### src/rtl/array_arb_pkg.sv
// Shared types and widths for the Array-port arbiter; address/data defaults
// track the Array memory model types.
package array_arb_pkg;

    localparam int unsigned ADDR_W_DEF = 16;
    localparam int unsigned INT_W_DEF  = 32;
    localparam int unsigned LOCK_CNT_W = 8;

    typedef enum logic [1:0] {
        IDLE = 2'd0,
        OWN0 = 2'd1,
        OWN1 = 2'd2
    } arb_state_t;

endpackage

### src/rtl/array_arb_stats.sv
// Saturating event counter bank for the Array arbiter (accesses per port,
// denied-request cycles, forced lock releases).
module array_arb_stats #(
    parameter int unsigned STAT_W = 16
) (
    input  logic              clk,
    input  logic              nrst,
    input  logic              inc_acc0,
    input  logic              inc_acc1,
    input  logic              inc_conflict,
    input  logic              inc_timeout,
    output logic [STAT_W-1:0] stat_acc0,
    output logic [STAT_W-1:0] stat_acc1,
    output logic [STAT_W-1:0] stat_conflict,
    output logic [STAT_W-1:0] stat_timeout
);

    logic [3:0]        inc;
    logic [STAT_W-1:0] cnt [4];

    assign inc = {inc_timeout, inc_conflict, inc_acc1, inc_acc0};

    always_ff @(posedge clk or negedge nrst) begin
        if (!nrst) begin
            for (int unsigned i = 0; i < 4; i++) begin
                cnt[i] <= '0;
            end
        end else begin
            for (int unsigned i = 0; i < 4; i++) begin
                if (inc[i] && (cnt[i] != '1)) begin
                    cnt[i] <= cnt[i] + 1'b1;
                end
            end
        end
    end

    assign stat_acc0     = cnt[0];
    assign stat_acc1     = cnt[1];
    assign stat_conflict = cnt[2];
    assign stat_timeout  = cnt[3];

endmodule

### src/rtl/array_arb.sv
// Two-client round-robin arbiter in front of the Array memory, with optional
// locked ownership for read-modify-write. Define ARRAY_ARB_STATS_EN for counters.
module array_arb
    import array_arb_pkg::*;
#(
    parameter int unsigned ADDR_W   = ADDR_W_DEF,
    parameter int unsigned INT_W    = INT_W_DEF,
    parameter int unsigned LOCK_MAX = 8
`ifdef ARRAY_ARB_STATS_EN
    ,
    parameter int unsigned STAT_W   = 16
`endif
) (
    input  logic              clk,
    input  logic              nrst,
    input  logic              in0_ready,
    input  logic [ADDR_W-1:0] in0_addr,
    input  logic              in0_we,
    input  logic [INT_W-1:0]  in0_di,
    input  logic              in0_lock,
    output logic              in0_valid,
    output logic [INT_W-1:0]  in0,
    input  logic              in1_ready,
    input  logic [ADDR_W-1:0] in1_addr,
    input  logic              in1_we,
    input  logic [INT_W-1:0]  in1_di,
    input  logic              in1_lock,
    output logic              in1_valid,
    output logic [INT_W-1:0]  in1,
    output logic              out0_ready,
    output logic [ADDR_W-1:0] out0_addr,
    output logic              out0_we,
    output logic [INT_W-1:0]  out0_di,
    input  logic              out0_valid,
    input  logic [INT_W-1:0]  out0
`ifdef ARRAY_ARB_STATS_EN
    ,
    output logic [STAT_W-1:0] stat_acc0,
    output logic [STAT_W-1:0] stat_acc1,
    output logic [STAT_W-1:0] stat_conflict,
    output logic [STAT_W-1:0] stat_timeout
`endif
);

    arb_state_t            state, state_nxt;
    logic                  prio, prio_nxt;
    logic [LOCK_CNT_W-1:0] lock_cnt, lock_cnt_nxt;
    logic [LOCK_CNT_W:0]   cnt_inc;
    logic                  gnt0, gnt1, acc, win_lock, lock_ok;

    always_comb begin
        gnt0 = 1'b0;
        gnt1 = 1'b0;
        case (state)
            IDLE: begin
                if (in0_ready && in1_ready) begin
                    gnt0 = ~prio;
                    gnt1 = prio;
                end else begin
                    gnt0 = in0_ready;
                    gnt1 = in1_ready;
                end
            end
            OWN0:    gnt0 = in0_ready;
            OWN1:    gnt1 = in1_ready;
            default: ;
        endcase
    end

    // Nothing is forwarded while nrst is low, so no write can leak during reset.
    always_comb begin
        out0_ready = 1'b0;
        out0_addr  = '0;
        out0_we    = 1'b0;
        out0_di    = '0;
        if (nrst) begin
            if (gnt0) begin
                out0_ready = 1'b1;
                out0_addr  = in0_addr;
                out0_we    = in0_we;
                out0_di    = in0_di;
            end else if (gnt1) begin
                out0_ready = 1'b1;
                out0_addr  = in1_addr;
                out0_we    = in1_we;
                out0_di    = in1_di;
            end
        end
    end

    assign in0_valid = nrst & gnt0 & out0_valid;
    assign in1_valid = nrst & gnt1 & out0_valid;
    assign in0       = out0;
    assign in1       = out0;

    assign acc      = out0_ready & out0_valid;
    assign win_lock = gnt0 ? in0_lock : in1_lock;
    assign cnt_inc  = {1'b0, lock_cnt} + {{LOCK_CNT_W{1'b0}}, 1'b1};
    assign lock_ok  = win_lock && (cnt_inc < (LOCK_CNT_W+1)'(LOCK_MAX));

    always_comb begin
        state_nxt    = state;
        prio_nxt     = prio;
        lock_cnt_nxt = lock_cnt;
        if (acc) begin
            // Favour whichever port did not win this access.
            prio_nxt = gnt0;
            if (lock_ok) begin
                state_nxt    = gnt0 ? OWN0 : OWN1;
                lock_cnt_nxt = cnt_inc[LOCK_CNT_W-1:0];
            end else begin
                state_nxt    = IDLE;
                lock_cnt_nxt = '0;
            end
        end else if (((state == OWN0) && !in0_lock) || ((state == OWN1) && !in1_lock)) begin
            state_nxt    = IDLE;
            lock_cnt_nxt = '0;
        end
    end

    always_ff @(posedge clk or negedge nrst) begin
        if (!nrst) begin
            state    <= IDLE;
            prio     <= 1'b0;
            lock_cnt <= '0;
        end else begin
            state    <= state_nxt;
            prio     <= prio_nxt;
            lock_cnt <= lock_cnt_nxt;
        end
    end

`ifdef ARRAY_ARB_STATS_EN
    logic conflict, timeout;

    assign conflict = (in0_ready & ~gnt0) | (in1_ready & ~gnt1);
    assign timeout  = acc & win_lock & ~lock_ok;

    array_arb_stats #(
        .STAT_W(STAT_W)
    ) u_stats (
        .clk          (clk),
        .nrst         (nrst),
        .inc_acc0     (acc & gnt0),
        .inc_acc1     (acc & gnt1),
        .inc_conflict (conflict),
        .inc_timeout  (timeout),
        .stat_acc0    (stat_acc0),
        .stat_acc1    (stat_acc1),
        .stat_conflict(stat_conflict),
        .stat_timeout (stat_timeout)
    );
`endif

endmodule

### config.mk
export PLATFORM = sky130hd
export DESIGN_NAME = array_arb
export DESIGN_NICKNAME = d
export VERILOG_FILES = /design/src/rtl/array_arb_pkg.sv /design/src/rtl/array_arb_stats.sv /design/src/rtl/array_arb.sv
export SDC_FILE = /design/constraint.sdc
export NUM_CORES = 1
export LEC_CHECK = 0
export CAP_MARGIN = 20
export CELL_PAD_IN_SITES_DETAIL_PLACEMENT = 0
export CELL_PAD_IN_SITES_GLOBAL_PLACEMENT = 1
export CORE_ASPECT_RATIO = 0.5
export CORE_UTILIZATION = 14
export CTS_BUF_LIST = sky130_fd_sc_hd__clkbuf_4
export DETAILED_ROUTE_END_ITERATION = 6
export PLACE_DENSITY_LB_ADDON = 0.1
export SLEW_MARGIN = 20
export SYNTH_ARGS = -nofsm -noshare
export SYNTH_HDL_FRONTEND = slang
export SYNTH_HIERARCHICAL = 1
export SYNTH_SLANG_ARGS = --single-unit
### constraint.sdc
create_clock -name clk -period 3.7 [get_ports clk]
set_clock_uncertainty 0.15 [all_clocks]
set_input_delay 0.74 -clock clk [delete_from_list [all_inputs] [get_ports clk]]
set_output_delay 0.74 -clock clk [all_outputs]
set_load 0.02 [all_outputs]
# Word level (Yosys, flattened, before mapping)
# Index checks and enable logic that the tools add are counted.
# totals
reg_bits	11
inputBits	137
out_inout_bits	116
# classes
add_sub_neg	1
n_lt_le_gt_ge	1
eq_ne	2
n_mux	24
bitwise	6
n_reduce_logical	9
# op_table
op	count
32-bit two-way mux	3
16-bit two-way mux	3
8-bit two-way mux	3
8-bit by 1-bit adder with 9-bit output, second input constant	1
9-bit by 4-bit < comparator with 1-bit output, second input constant	1
1-bit two-way mux	9
2-bit two-way mux	4
1-bit bitwise AND	5
1-bit logical AND	4
1-bit case mux with 2 select lines	2
2-bit by 1-bit == test with 1-bit output, second input constant	1
2-bit == test, second input constant	1
1-bit logical NOT	2
2-bit logical NOT	1
2-bit nonzero test	1
1-bit logical OR	1
1-bit NOT	1

# Longest topological paths before layout
# Gate-level depths: netlist (run 1).
# logic_depth
word_depth	8
ltp_mapped	6

# Least setup slack after synthesis (run 1)
# Ideal clock, no wire load.
# synth_path
path_type	in2out
start	in in0_ready
end	out out0_addr[0]
arrival_ps	1789
t_required_ps	2810
setup_slack_ps	1021
stages	5
cell_sequence	nor2b_2 and3_1 clkbuf_1 clkbuf_1 a22o_1
# synth_between
elab_chain_cells	6
# synth_rtl
element	line_no	source
start: declaration	array_arb.sv:16	input logic in0_ready,
1-bit logical AND	array_arb.sv:56	if (in0_ready && in1_ready) begin
1-bit two-way mux	array_arb.sv:56	
1-bit case mux with 2 select lines	array_arb.sv:54	case (state)
16-bit two-way mux	array_arb.sv:82	end else if (gnt1) begin
16-bit two-way mux *	array_arb.sv:77	if (gnt0) begin
16-bit two-way mux *	array_arb.sv:76	if (nrst) begin
end: declaration	array_arb.sv:31	output logic [ADDR_W-1:0] out0_addr,
# Mark *: on every way between the ends. The rest lies on a longest branch, timed or not.

# Worst setup path in the final report (run 1)
# Same ends and word-level chain as after synthesis.

==> impl_metrics.toml, run 1 <==
[status]
run_status = "finished with violations"
violations_in_the_final_reports = "DRC"

[clock_tree]
postCtsHoldBufs = 0
clock_tree.buffer_depth = 2
source_to_sink_clock_delay_at_the_later_pin_of_the_worst_skew_pair_ps = 270
tritoncts = "built"
resize_count_post_cts = 0
clock_tree.root_cell = "sky130_fd_sc_hd__clkbuf_4"
cts_buffers = 3
clock-sinks = 11
cts_max_level = 1
clk_pin_slew_ps = 70
post_cts.repair.setup_buffers = 0

[sta]
timing.final.crit_period_ps = 3600
actual_transition_at_the_worst_max_transition_pin_ps = 603
maxSlewHeadroom_pct = 59.7
layout_setup_ws_ps = 105
slew_viol_final = 0
final_hold_viol_count = 0
post_route_clock_period_utilization_pct = 97.2
report.final.setup_viol = 0
totalNegativeSetupSlack_ps = 0
maxClockFrequency_ghz = 0.278
unrepaired_setup_endpoints_after_global_routing = "false"

[grt]
first_pass_grt_wire_length_um = 10500
grt_remaining_overflow = 0
first_global_vias = 1725
maximum_number_of_pins_on_one_net_before_global_route_repair = 26
globalRouteTotalUtil_pct = 11.5
grt_antenna_before_repair = 0

[floorplanning]
vertical_extent_of_the_die_um = 77.2
dieWidth_um = 152
initial_util_pct = 14.4
die-area_sq_um = 11800
floorplan.rows = 27
top_level_ports = 253
fp.coreArea_sq_um = 11000

[yosys]
cell_area_after_technology_mapping_sq_um = 1580
post-synth-top-area-fraction_pct = 30.4
number_of_flip_flops_and_latches_in_the_synthesized_netlist = 11
netlist.top_cell.by_area = "sky130_fd_sc_hd__buf_4"
yosys.cell_types.count = 33
synth.yosys.seq_area_share_pct = 17.4
synth_net_count = 326
ys_warn_count = 6
postSynthCellCount = 188
synth_area_leaders = "sky130_fd_sc_hd__buf_4 (30%), sky130_fd_sc_hd__a22o_1 (27%), sky130_fd_sc_hd__dfrtp_1 (17%), sky130_fd_sc_hd__and2_1 (2.4%), sky130_fd_sc_hd__nand2_1 (2.1%)"
syn_area_per_cell_sq_um = 8.42

[power]
powerDensity_nw_per_um2 = 269
worst_vdd_drop_uv = 126
leakage_nw = 1.16

[placement]
routabilityCongestion = 0.749
buffer_ports.inserted = 156
detailedPlacementHpwl_um = 5850
detailedPlace.worstSlack_ps = 97.9
postPlaceCellArea_sq_um = 2910

[final_layout]
fin_nets = 421
post-route-cell-area_sq_um = 2930
drive_above_1_share_pct = 7.45
layout.cells.most_common = "sky130_fd_sc_hd__clkdlybuf4s50_1"
flow.area_growth_from_synthesis_pct = 85.4
fin_util_pct = 26.6
most_used_cells_in_the_layout_excluding_fill_and_tap_cells = "sky130_fd_sc_hd__clkdlybuf4s50_1 (155), sky130_fd_sc_hd__a22o_1 (49), sky130_fd_sc_hd__dfrtp_1 (11)"
insertedDiodeCount = 0

[worst_setup_path]
sort_of_element_at_the_end_of_the_critical_path = "output port"
worstPathRequired_ps = 2810
arrival_ps = 2710
start_kind = "input port"
ff2ff_path_depth = 6
crit_path_max_fanout = 15
critPathKind = "input port to output port"

[drt]
detail_route.wl_per_cell_um = 16.4
drt_antenna_net_count = 0
detail_route.drc_violations = 15
drt_iter0_drc = 67
avgViaCountPerCell = 3.84
routed_wl_um = 7020
detailroute.via_count = 1641
drt-pass1-iter-count = 7

[worst_hold_path]
timing.hold.worst.class = "register to register"
hold-path-cell-count = 1

[run]
max_cap_violations = 0
-- cells in the mapped netlist (all sizes together) --
| cell type | n |
|---|---|
| a2111oi | 1 |
| a211oi | 1 |
| a21bo | 1 |
| a22o | 49 |
| a31oi | 1 |
| a41oi | 1 |
| and2 | 6 |
| and3 | 1 |
| buf | 69 |
| clkbuf | 6 |
| dfrtp | 11 |
| ha | 1 |
| inv | 5 |
| mux2 | 1 |
| nand2 | 9 |
| nand2b | 1 |
| nand3 | 5 |
| nand3b | 1 |
| nand4 | 1 |
| nor2 | 3 |
| nor2b | 2 |
| nor3b | 1 |
| nor4b | 1 |
| o211a | 1 |
| o21a | 1 |
| o21ai | 4 |
| o22ai | 2 |
| o311a | 1 |
| xnor2 | 1 |
-- flip-flops by register name (all words and copies together) (netlist names) --
signal / flops
lock_cnt: 8
prio: 1
state: 2
-- area by class of cell --
type	instances	area (sq um)
Clock buffer	3	22.5
Sequential cell	11	275
Inverter	5	18.8
Tap cell	145	181
Multi-Input combinational cell	97	767
Fill cell	1180	8080
Timing Repair Buffer	165	1660
Clock inverter	1	5.00
-- critical path, cell delays in order --
cell and delay [ps]:
sky130_fd_sc_hd__clkdlybuf4s50_1 470, sky130_fd_sc_hd__inv_1 50, sky130_fd_sc_hd__o311a_2 440, sky130_fd_sc_hd__buf_4 210
sky130_fd_sc_hd__a22o_1 240, sky130_fd_sc_hd__clkdlybuf4s50_1 550
-- metrics by stage --
step	hold WS, ps	std cells	power, W
detailed placement	355	423	0.000716
CTS	369	427	0.000801
floorplan	294	188	0.000501
finish	367	427	0.000789
global placement	344	423	0.000717
global route	386	427	0.000840
-- worst paths after layout --
check	slack, ps	endpoint	startpoint
worst min-delay path	370	lock_cnt[2]	lock_cnt[2]
worst max-delay path	100	out0_addr[0]	in0_ready
min in group asynchronous	720	lock_cnt[5]	nrst
worst min register to register	370	lock_cnt[2]	lock_cnt[2]
max in group asynchronous	2510	lock_cnt[4]	nrst
worst max register to register	1720	lock_cnt[2]	state[0]
-- kinds of logic after synthesis --
logic type,after synthesis,share of synthesized area (%)
compound gates,63,35.0
fa+ha+maj,1,0.790
mux,1,0.711
xor+xnor,1,0.553
simple gates,31,11.2
flops,11,17.4
buf+inv,80,34.3
-- per-layer routing --
metal,up-vias,global-route usage (%),wire length [um]
met5,-,0,0
met4,0,3.98,141
met3,25,1.30,378
met2,52,22.2,3690
met1,748,13.1,2810
li1,816,-,-
-- where the power goes --
group	internal (W)	switching, W
registers	0.000137	0.0000211
clock network	0.0000400	0.0000409
logic	0.000310	0.000240
(Power assumes the default switching activity.)
==> run 2: changes to the inputs <==
--- a/config.mk
+++ b/config.mk
@@ -9,8 +9,10 @@
 export CELL_PAD_IN_SITES_DETAIL_PLACEMENT = 0
 export CELL_PAD_IN_SITES_GLOBAL_PLACEMENT = 1
 export CORE_ASPECT_RATIO = 0.5
+export CORE_MARGIN = 1.5
 export CORE_UTILIZATION = 14
 export CTS_BUF_LIST = sky130_fd_sc_hd__clkbuf_4
+export CTS_CLUSTER_SIZE = 8
 export DETAILED_ROUTE_END_ITERATION = 6
 export PLACE_DENSITY_LB_ADDON = 0.1
 export SLEW_MARGIN = 20
==> run 2 against run 1 <==
  * The run now ends clean
  * Non-clock buffer count decreased by 2
  * Clock power is 15% higher
  * Critical path depth unchanged
  * Sequential power barely moved
  * Flip-flop and latch count unchanged
  * Cell area is 0.34% lower
  * Hold slack better by 2.3 ps
  * Setup slack improved by 15 ps
  * Register-to-register slack lost 50 ps
  * Wire length rose by 0.70%
  * Die area grew 2.0%
  * Critical endpoint is now out0_di[29]
  * Largest cell class unchanged
==> impl_metrics.toml, run 2 (synthesis results as in run 1) <==
[drt]
route.top_layer_used = "met4"
met3_length_um = 340
detail_route.wl_per_cell_um = 16.6
avgViaCountPerCell = 3.93
routedLengthMet1_um = 2860
drt-pass1-iter-count = 4
detail_route.drc_violations = 0
drt_iter0_drc = 96
detailroute.wirelength.met2_um = 3640
detailroute.via_count = 1672
routed_wl_um = 7070
drt_antenna_net_count = 0

[worst_setup_path]
start_kind = "input port"
ff2ff_path_depth = 6
crit_path_cell_trace = "clkdlybuf4s50_1 > inv_1 > o311a_2 > buf_12 > a22o_1 > clkdlybuf4s50_1"
crit_path_max_fanout = 23
timing.critical_path.slowest_stage_cell = "sky130_fd_sc_hd__clkdlybuf4s50_1"
worstPathRequired_ps = 2810
sort_of_element_at_the_end_of_the_critical_path = "output port"
max_stage_delay_ps = 570
critPathKind = "input port to output port"
crit_cells = 6
arrival_ps = 2690
critPathMostFrequentCell = "sky130_fd_sc_hd__clkdlybuf4s50_1"
kind_of_cell_adding_the_most_delay_to_the_critical_path = "buffers and inverters"
buffer_and_inverter_count_on_the_worst_path = 4

[placement]
routabilityCongestion = 0.699
buffer_ports.inserted = 156
detailedPlacementHpwl_um = 5650
detailedPlace.worstSlack_ps = 117

[clock_tree]
clock-sinks = 11
source_to_sink_clock_delay_at_the_later_pin_of_the_worst_skew_pair_ps = 270
clk_pin_slew_ps = 70
resize_count_post_cts = 0
tritoncts = "built"
cts_max_level = 1
clock_tree.buffer_depth = 2
cts_buffers = 3
post_cts.repair.setup_buffers = 0
clock_tree.root_cell = "sky130_fd_sc_hd__clkbuf_4"
postCtsHoldBufs = 0

[power]
power_switching_w = 0.000307
power.internal_w = 0.000494
pwr-share-seq_pct = 19.8
powerDensity_nw_per_um2 = 274
share_of_power_burned_in_the_clock_network_pct = 11.6
combPwrFrac_pct = 68.6
sw_frac_of_total_pct = 38.3
leakage_nw = 1.15
worst_vdd_drop_uv = 165

[status]
run_status = "completed"

[grt]
first_global_vias = 1734
globalRouteTotalUtil_pct = 10.9
maximum_number_of_pins_on_one_net_before_global_route_repair = 51
grt_remaining_overflow = 0
first_pass_grt_wire_length_um = 10400
grt_antenna_before_repair = 0

[final_layout]
flow.area_growth_from_synthesis_pct = 84.7
most_used_cells_in_the_layout_excluding_fill_and_tap_cells = "sky130_fd_sc_hd__clkdlybuf4s50_1 (156), sky130_fd_sc_hd__a22o_1 (49), sky130_fd_sc_hd__dfrtp_1 (11)"
drive_above_1_share_pct = 6.43
insertedDiodeCount = 0
largest-register = "lock_cnt"
n_fill_cell = 1181
largest_reg_flops = 8
biggestRegsByFlops = "lock_cnt: 8 flops, state: 2 flops, prio: 1 flops"
layout.cells.most_common = "sky130_fd_sc_hd__clkdlybuf4s50_1"
fin_nets = 419

[sta]
totalNegativeSetupSlack_ps = 0
timing.final.crit_period_ps = 3580
post_route_clock_period_utilization_pct = 96.8
unrepaired_setup_endpoints_after_global_routing = "false"
report.final.setup_viol = 0
actual_transition_at_the_worst_max_transition_pin_ps = 647
maxClockFrequency_ghz = 0.279
final_hold_viol_count = 0
slew_viol_final = 0
layout_setup_ws_ps = 120
maxSlewHeadroom_pct = 56.8

[floorplanning]
dieWidth_um = 153
vertical_extent_of_the_die_um = 78.2
die-area_sq_um = 12000
top_level_ports = 253
initial_util_pct = 14.4
fp.coreArea_sq_um = 11000
floorplan.rows = 27

[worst_hold_path]
timing.hold.worst.class = "register to register"
hold-path-cell-count = 1

[run]
max_cap_violations = 0
-- run 2: cell count changes in the layout (fill, tap and decap cells not counted) --
cell                              previous run  this run
sky130_fd_sc_hd__buf_4                       7         4
sky130_fd_sc_hd__clkbuf_4                    3         4
sky130_fd_sc_hd__clkdlybuf4s50_1           155       156
sky130_fd_sc_hd__clkinv_2                    1         0
-- run 2: layout make-up --
| cell class | instances | area (sq um) | share of cell area, % |
|---|---|---|---|
| well taps | 145 | 181 | 6.20 |
| flip-flops and latches | 11 | 275 | 9.41 |
| multi-input cells | 97 | 767 | 26.2 |
| inverters | 5 | 18.8 | 0.642 |
| repair buffers | 163 | 1650 | 56.5 |
| clock buffers | 4 | 30.0 | 1.03 |
-- run 2: worst paths after layout --
| check | from | to | slack [ps] |
|---|---|---|---|
| min reg2reg | lock_cnt[0] | lock_cnt[0] | 370 |
| min | lock_cnt[0] | lock_cnt[0] | 370 |
| max in group asynchronous | nrst | lock_cnt[0] | 2530 |
| max reg2reg | state[0] | lock_cnt[2] | 1670 |
| max | in0_ready | out0_di[29] | 120 |
| min in group asynchronous | nrst | lock_cnt[6] | 700 |
-- run 2: worst register-to-register path: cells and delay by family, from the launching register on --
kind,cells,cell delay [ps]
AO/OA/AOI/OAI,3,990
buffers and inverters,2,230
AND/OR/NAND/NOR,1,100
flip-flops,1,470
-- run 2: power groups by stage --
stage | Sequential (W) | Clock [W] | Combinational, W
floorplan | 0.000155 | 0 | 0.000346
global placement | 0.000160 | 0 | 0.000554
detailed placement | 0.000161 | 0 | 0.000552
finish | 0.000159 | 0.0000928 | 0.000549
global route | 0.000161 | 0.000102 | 0.000583
CTS | 0.000159 | 0.0000969 | 0.000556
-- run 2: through the flow --
step	util (%)	hold slack, ps	total power (W)	std cells	area [sq um]
after CTS	26.6	370	0.000812	425	2920
after global routing	26.6	394	0.000846	425	2920
final	26.6	369	0.000801	425	2920
after detailed placement	26.3	357	0.000714	421	2890
after global placement	26.3	344	0.000715	421	2890
after floorplan	-	294	0.000501	188	1580
-- run 2: metal layers --
| metal | GRT usage [%] | up-vias |
|---|---|---|
| met5 | 0 | - |
| met4 | 4.85 | 0 |
| met3 | 0.994 | 44 |
| met2 | 20.0 | 42 |
| met1 | 13.0 | 778 |
| li1 | - | 808 |
